--- src/rtl/sldma350_str_in_buffer.sv ---
// ---------------------------------------------------------------------------
// sldma350_str_in_buffer
// Upstream feeder for one DMA350 stream-in channel. An accelerator AXI-Stream
// source is buffered in a show-ahead FIFO and presented to the DMAC stream-in
// port. Trigger-in requests are raised when enough data (or a packet tail) is
// buffered. A DMAC flush drops the rest of the current packet.
//
// Ports
//   SYS_HCLK / SYS_HRESET       clock, asynchronous active-high reset
//   SRC_T*                      upstream AXI-Stream slave (data/strb/last)
//   STR_T*                      stream to DMAC str_in_N (show-ahead head entry)
//   STR_FLUSH                   DMAC flush request (edge-detected)
//   TRIG_REQ / TRIG_REQ_TYPE    trigger request to DMAC (10 block, 11 last block)
//   TRIG_ACK / TRIG_ACK_TYPE    trigger ack (00 ok, 01 deny, 10 flush)
//   LEVEL                       FIFO occupancy in beats
//   DROP_CNT                    beats discarded by flush, saturating
//   DBG_DP_STATE                data path FSM state (0 PASS, 1 DRAIN)
//   DBG_TRIG_STATE              trigger FSM state (0 T_IDLE, 1 T_REQ, 2 T_WAIT)
//
// Handshakes: a beat transfers on a rising clock edge where VALID and READY
// are both 1. VALID never waits on READY; the source side READY is derived
// only from registered state, STR_FLUSH and the trigger ack, never STR_TREADY.
// ---------------------------------------------------------------------------
module sldma350_str_in_buffer #(
  parameter int DATA_W      = 128,
  parameter int STRB_W      = 16,
  parameter int DEPTH       = 8,
  parameter int TRIG_THRESH = 4
) (
  input  logic                     SYS_HCLK,
  input  logic                     SYS_HRESET,
  input  logic                     SRC_TVALID,
  output logic                     SRC_TREADY,
  input  logic [DATA_W-1:0]        SRC_TDATA,
  input  logic [STRB_W-1:0]        SRC_TSTRB,
  input  logic                     SRC_TLAST,
  output logic                     STR_TVALID,
  input  logic                     STR_TREADY,
  output logic [DATA_W-1:0]        STR_TDATA,
  output logic [STRB_W-1:0]        STR_TSTRB,
  output logic                     STR_TLAST,
  input  logic                     STR_FLUSH,
  output logic                     TRIG_REQ,
  output logic [1:0]               TRIG_REQ_TYPE,
  input  logic                     TRIG_ACK,
  input  logic [1:0]               TRIG_ACK_TYPE,
  output logic [$clog2(DEPTH):0]   LEVEL,
  output logic [15:0]              DROP_CNT,
  output logic                     DBG_DP_STATE,
  output logic [1:0]               DBG_TRIG_STATE
);

  localparam int AW = $clog2(DEPTH);
  localparam int LW = AW + 1;

  typedef enum logic {DP_PASS = 1'b0, DP_DRAIN = 1'b1} dp_state_e;
  typedef enum logic [1:0] {T_IDLE = 2'd0, T_REQ = 2'd1, T_WAIT = 2'd2} trig_state_e;

  logic [DATA_W-1:0] data_mem_q [DEPTH];
  logic [STRB_W-1:0] strb_mem_q [DEPTH];
  logic [DEPTH-1:0]  last_mem_q;

  logic [AW-1:0] wr_ptr_q, rd_ptr_q;
  logic [LW-1:0] count_q, count_d;
  logic [LW-1:0] last_cnt_q, last_cnt_d;
  logic [LW-1:0] consumed_q;
  logic [LW-1:0] drop_add;
  logic [16:0]   drop_sum;
  logic [15:0]   drop_q;
  logic          flush_q;
  dp_state_e     dp_state_q;
  trig_state_e   trig_state_q;
  logic          trig_req_q;
  logic [1:0]    req_type_q;

  logic full, empty, dp_pass, flush_evt, flush_take;
  logic push, pop, drain_beat, head_last, tail_buffered;

  assign dp_pass    = (dp_state_q == DP_PASS);
  assign full       = (count_q == LW'(DEPTH));
  assign empty      = (count_q == '0);
  // STR_FLUSH held high counts once; an ack of type flush is its own event.
  assign flush_evt  = (STR_FLUSH & ~flush_q) | (TRIG_ACK & (TRIG_ACK_TYPE == 2'b10));
  assign flush_take = flush_evt & dp_pass;

  // The source is held off in the flush cycle so no beat slips past the clear.
  assign SRC_TREADY = ~SYS_HRESET & (dp_pass ? (~full & ~flush_take) : 1'b1);
  assign STR_TVALID = dp_pass & ~empty;
  assign STR_TDATA  = STR_TVALID ? data_mem_q[rd_ptr_q] : '0;
  assign STR_TSTRB  = STR_TVALID ? strb_mem_q[rd_ptr_q] : '0;
  assign head_last  = last_mem_q[rd_ptr_q];
  assign STR_TLAST  = STR_TVALID & head_last;

  assign push       = SRC_TVALID & SRC_TREADY & dp_pass;
  assign pop        = STR_TVALID & STR_TREADY;
  assign drain_beat = SRC_TVALID & ~dp_pass;

  assign count_d    = flush_take ? '0 : count_q + LW'(push) - LW'(pop);
  assign last_cnt_d = flush_take ? '0 :
                      last_cnt_q + LW'(push & SRC_TLAST) - LW'(pop & head_last);
  // A tail still buffered after this cycle's pop means the packet already ended.
  assign tail_buffered = (last_cnt_q > LW'(pop & head_last));

  assign drop_add = flush_take ? (count_q - LW'(pop)) : LW'(drain_beat);
  assign drop_sum = {1'b0, drop_q} + 17'(drop_add);

  assign LEVEL          = count_q;
  assign DROP_CNT       = drop_q;
  assign TRIG_REQ       = trig_req_q;
  assign TRIG_REQ_TYPE  = req_type_q;
  assign DBG_DP_STATE   = dp_state_q;
  assign DBG_TRIG_STATE = trig_state_q;

  // Storage needs no reset: outputs are masked by STR_TVALID.
  always_ff @(posedge SYS_HCLK) begin
    if (push) begin
      data_mem_q[wr_ptr_q] <= SRC_TDATA;
      strb_mem_q[wr_ptr_q] <= SRC_TSTRB;
      last_mem_q[wr_ptr_q] <= SRC_TLAST;
    end
  end

  // FIFO pointers, counters and data path FSM.
  always_ff @(posedge SYS_HCLK or posedge SYS_HRESET) begin
    if (SYS_HRESET) begin
      wr_ptr_q   <= '0;
      rd_ptr_q   <= '0;
      count_q    <= '0;
      last_cnt_q <= '0;
      drop_q     <= '0;
      flush_q    <= 1'b0;
      dp_state_q <= DP_PASS;
    end else begin
      flush_q    <= STR_FLUSH;
      count_q    <= count_d;
      last_cnt_q <= last_cnt_d;
      drop_q     <= drop_sum[16] ? 16'hFFFF : drop_sum[15:0];
      if (flush_take) begin
        wr_ptr_q <= '0;
        rd_ptr_q <= '0;
      end else begin
        if (push) wr_ptr_q <= wr_ptr_q + 1'b1;
        if (pop)  rd_ptr_q <= rd_ptr_q + 1'b1;
      end
      case (dp_state_q)
        DP_PASS:  if (flush_take && !tail_buffered) dp_state_q <= DP_DRAIN;
        DP_DRAIN: if (drain_beat && SRC_TLAST)      dp_state_q <= DP_PASS;
        default:  dp_state_q <= DP_PASS;
      endcase
    end
  end

  // Trigger FSM. Requests are evaluated on next-cycle occupancy so TRIG_REQ
  // rises the cycle after the push that meets the condition.
  always_ff @(posedge SYS_HCLK or posedge SYS_HRESET) begin
    if (SYS_HRESET) begin
      trig_state_q <= T_IDLE;
      trig_req_q   <= 1'b0;
      req_type_q   <= 2'b00;
      consumed_q   <= '0;
    end else begin
      case (trig_state_q)
        T_IDLE: begin
          if (dp_pass && !flush_evt) begin
            if (last_cnt_d != '0) begin
              trig_state_q <= T_REQ;
              trig_req_q   <= 1'b1;
              req_type_q   <= 2'b11;
            end else if (count_d >= LW'(TRIG_THRESH)) begin
              trig_state_q <= T_REQ;
              trig_req_q   <= 1'b1;
              req_type_q   <= 2'b10;
            end
          end
        end
        T_REQ: begin
          if (TRIG_ACK) begin
            trig_req_q <= 1'b0;
            consumed_q <= '0;
            trig_state_q <= (TRIG_ACK_TYPE == 2'b00) ? T_WAIT : T_IDLE;
          end
        end
        T_WAIT: begin
          if (flush_evt) begin
            trig_state_q <= T_IDLE;
          end else if (pop) begin
            consumed_q <= consumed_q + 1'b1;
            if (req_type_q == 2'b11) begin
              if (head_last) trig_state_q <= T_IDLE;
            end else if (consumed_q == LW'(TRIG_THRESH - 1)) begin
              trig_state_q <= T_IDLE;
            end
          end
        end
        default: begin
          trig_state_q <= T_IDLE;
          trig_req_q   <= 1'b0;
        end
      endcase
    end
  end

endmodule

--- config.mk ---
export PLATFORM = sky130hd
export DESIGN_NAME = sldma350_str_in_buffer
export DESIGN_NICKNAME = d
export VERILOG_FILES = /design/src/rtl/sldma350_str_in_buffer.sv
export SDC_FILE = /design/constraint.sdc
export NUM_CORES = 1
export LEC_CHECK = 0
export CAP_MARGIN = 20
export CORE_MARGIN = 2
export CORE_UTILIZATION = 63
export DETAILED_ROUTE_END_ITERATION = 6
export GPL_ROUTABILITY_DRIVEN = 0
export PLACE_DENSITY = 0.85
export SKIP_CTS_REPAIR_TIMING = 1
export SLEW_MARGIN = 20
export SYNTH_ARGS = -nofsm -noshare
export SYNTH_HDL_FRONTEND = slang
export SYNTH_SLANG_ARGS = --single-unit
--- constraint.sdc ---
create_clock -name SYS_HCLK -period 32 [get_ports SYS_HCLK]
set_clock_uncertainty 0.15 [all_clocks]
set_input_delay 6.4 -clock SYS_HCLK [delete_from_list [all_inputs] [get_ports SYS_HCLK]]
set_output_delay 6.4 -clock SYS_HCLK [all_outputs]
set_load 0.02 [all_outputs]
==> results.ini <==
[status]
outcome = finished, final reports clean

[pwr]
switching_share = 0.298
p_switching_mw = 1.31
p_clk_frac = 0.289
power_frac_comb = 0.299
p_int_mw = 3.10
power_leakage_nw = 17.0
p_total_mw = 4.41
power_frac_seq = 0.412
ir_worst_vdd_mv = 0.0682
p_per_area_mw_per_mm2 = 81.3

[final_layout]
final_common_cell = edfxtp_1
final_cell_mix = edfxtp_1 (1160), clkdlybuf4s50_1 (325), mux4_2 (290)
area_growth_syn_to_layout_pct = 17.1
fin_nets = 2652
drive_gt1_frac = 0.198

[synthesis]
synthAdderAreaFrac = 0.00751
synth_xor_area_frac = 0.00340
synth_fp_nets = 2274
yosys.cell_types.count = 50
synthMuxAreaShare = 0.173
synth_top_area_frac = 0.752
mappedNetlistArea_mm2 = 0.0463
synth_top_family_by_area = multiplexers
syn_area_per_cell_um2 = 22.1
yosys.area_share.simple = 0.0226
synth_edf_count = 1160
yosys-top-cells-area = edfxtp_1 (75%), mux4_2 (14%), mux2i_1 (3.2%), dfrtp_1 (2.2%), nor2_1 (1.4%)
synth_cells = 2095
yosysSeqAreaShare = 0.774
synthFlopType = edfxtp_1
async_flop_share = 0.0341
yosys_register_bits = 1201
synth_compound_area_frac = 0.00557
synth_top_area_cell = edfxtp_1
ys_warn_count = 0

[sta]
rsz0062_at_grt = no
relSlewSlack = 0.271
max_freq_mhz = 68.3
worstMarginPinSlew_ns = 1.09
slew_violations = 0
hold_violations = 0
layout_min_cycle_time_ns = 14.63
tns_ns = 0
setup_viol = 0
finalCritPeriodShare = 0.457
fin_ws_ns = 17.37

[worst_setup_path]
rr_worst_depth = 12
crit_type = input pin to output port
ff2ff_setup_slack_ns = 27.25
rr_startpoint = rd_ptr_q[0]
worstReg2RegEnd = TRIG_REQ_TYPE[1]
start_kind = input pin
worstPathRequired_ns = 25.45
crit_path_max_fanout = 5
endpoint_kind = output port
cp.arrival_ns = 8.08

[hold_path]
hp-start = TRIG_REQ
worstHoldPathCells = 1
min_to = TRIG_REQ
hold_path_class = flip-flop to flip-flop

[drt]
first_iter_violations = 2412
wl_per_cell_um = 28.3
drtAntennaViolNets = 0
viasPerCell = 6.35
routed_wl_um = 100000
dr_total_vias = 22500
drc = 0
drtPass1Iterations = 5

[grt]
track_usage = 0.268
grt_pass1_vias = 23700
antenna_found_initial = 21
grt-ovfl-total = 0
grt_max_degree = 103
grt_first_pass_wirelength_um = 148000

[clock_network]
clk_latency_ns = 0.67
cts-root-buf = clkbuf_16
cts_num_sinks = 1201
htree_levels = 3
clockBufferDepth = 3
cts_tree = yes
path_clk_slew_ns = 0.06
cts_buffers = 112

[job]
drv_cap = 0

[placed_design]
dp_hpwl_um = 52900
pre_cts_ws_ns = 17.41
io_buffers = 325

[die]
die_x_um = 275
dieArea_mm2 = 0.0757
coreArea_mm2 = 0.0728
die_h_um = 275
ioPinCount = 326
rows = 99
initial_utilization = 0.636

state kept, by name, summed over array words and instances (netlist names):
register	count
consumed_q	4
last_mem_q	8
TRIG_REQ	1
last_cnt_q	4
DBG_DP_STATE	1
TRIG_REQ_TYPE	2
flush_q	1
DBG_TRIG_STATE	2
LEVEL	4
rd_ptr_q	3
DROP_CNT	16
wr_ptr_q	3
data_mem_q	1024
strb_mem_q	128
critical path: stages:
cell             delay (ns)
clkdlybuf4s50_1        0.48
nand3b_1               0.16
and2_1                 0.22
a21oi_1                0.09
nor2_1                 0.12
clkdlybuf4s50_1        0.62
cell usage after synthesis, types with 4 or more instances:
| cell type | number |
|---|---|
| a21o_1 | 5 |
| a21oi_1 | 12 |
| and2_1 | 4 |
| buf_1 | 9 |
| buf_2 | 28 |
| buf_4 | 8 |
| buf_6 | 12 |
| clkbuf_1 | 43 |
| dfrtp_1 | 41 |
| edfxtp_1 | 1160 |
| ha_1 | 23 |
| inv_1 | 21 |
| mux2i_1 | 148 |
| mux4_2 | 290 |
| nand2_1 | 35 |
| nand2b_1 | 7 |
| nand3_1 | 8 |
| nor2_1 | 170 |
| nor2b_1 | 4 |
| o21ai_1 | 5 |
| xnor2_1 | 10 |
| xor2_1 | 8 |
metrics by stage:
step / utilization / cell area [µm²] / hold WS [ns] / cells
final: 0.744 / 54200 / 0.348 / 3538
after global routing: 0.744 / 54200 / 0.385 / 3536
after CTS: 0.743 / 54100 / 0.351 / 3523
after detailed placement: 0.695 / 50600 / 0.329 / 3317
after global placement: 0.695 / 50600 / 0.336 / 3317
after floorplan: - / 46300 / 0.319 / 2095
metal layers:
layer	global-route usage	wire, µm	up-vias
met1	0.348	37100	11800
met2	0.458	52200	1090
met3	0.0540	7950	166
met4	0.0952	2600	16
met5	0	103	-
li1	-	-	9387
power by group through the flow:
stage / clock (mW) / combinational (mW) / sequential, mW
after floorplan: 0 / 0.846 / 1.85
after global placement: 0 / 1.27 / 1.86
after detailed placement: 0 / 1.30 / 1.86
after CTS: 1.29 / 1.32 / 1.83
after global routing: 1.35 / 1.40 / 1.82
final: 1.28 / 1.32 / 1.82
final cells by class:
type / count / area [µm²]
Timing Repair Buffer: 364 / 3590
Fill cell: 3834 / 18600
Antenna cell: 14 / 35.0
Inverter: 23 / 86.3
Clock buffer: 127 / 2860
Multi-Input combinational cell: 771 / 9890
Tap cell: 959 / 1200
Clock inverter: 79 / 674
Sequential cell: 1201 / 35900
worst max-delay path by stage:
stage | from | to | slack [ns] | cells after the start
3_3_place_gp | TRIG_ACK_TYPE[0] | SRC_TREADY | 17.40 | 6
3_5_place_dp | TRIG_ACK | SRC_TREADY | 17.41 | 6
2_1_floorplan | TRIG_ACK_TYPE[0] | data_mem_q[0][0] | 14.04 | 6
5_1_grt | TRIG_ACK | SRC_TREADY | 17.28 | 6
4_1_cts | TRIG_ACK_TYPE[0] | SRC_TREADY | 17.39 | 6
6_report | TRIG_ACK_TYPE[0] | SRC_TREADY | 17.37 | 6
cell families (layout without fill, tap and decap cells):
kind of cell | after synthesis | count (layout)
flip-flops | 1201 | 1201
multiplexers | 439 | 439
AND/OR/NAND/NOR | 248 | 248
other | 0 | 14
buffers and inverters | 123 | 593
XOR/XNOR | 18 | 18
adder cells (fa/ha/maj) | 26 | 26
AO/OA/AOI/OAI | 40 | 40
(Power assumes the default switching activity.)
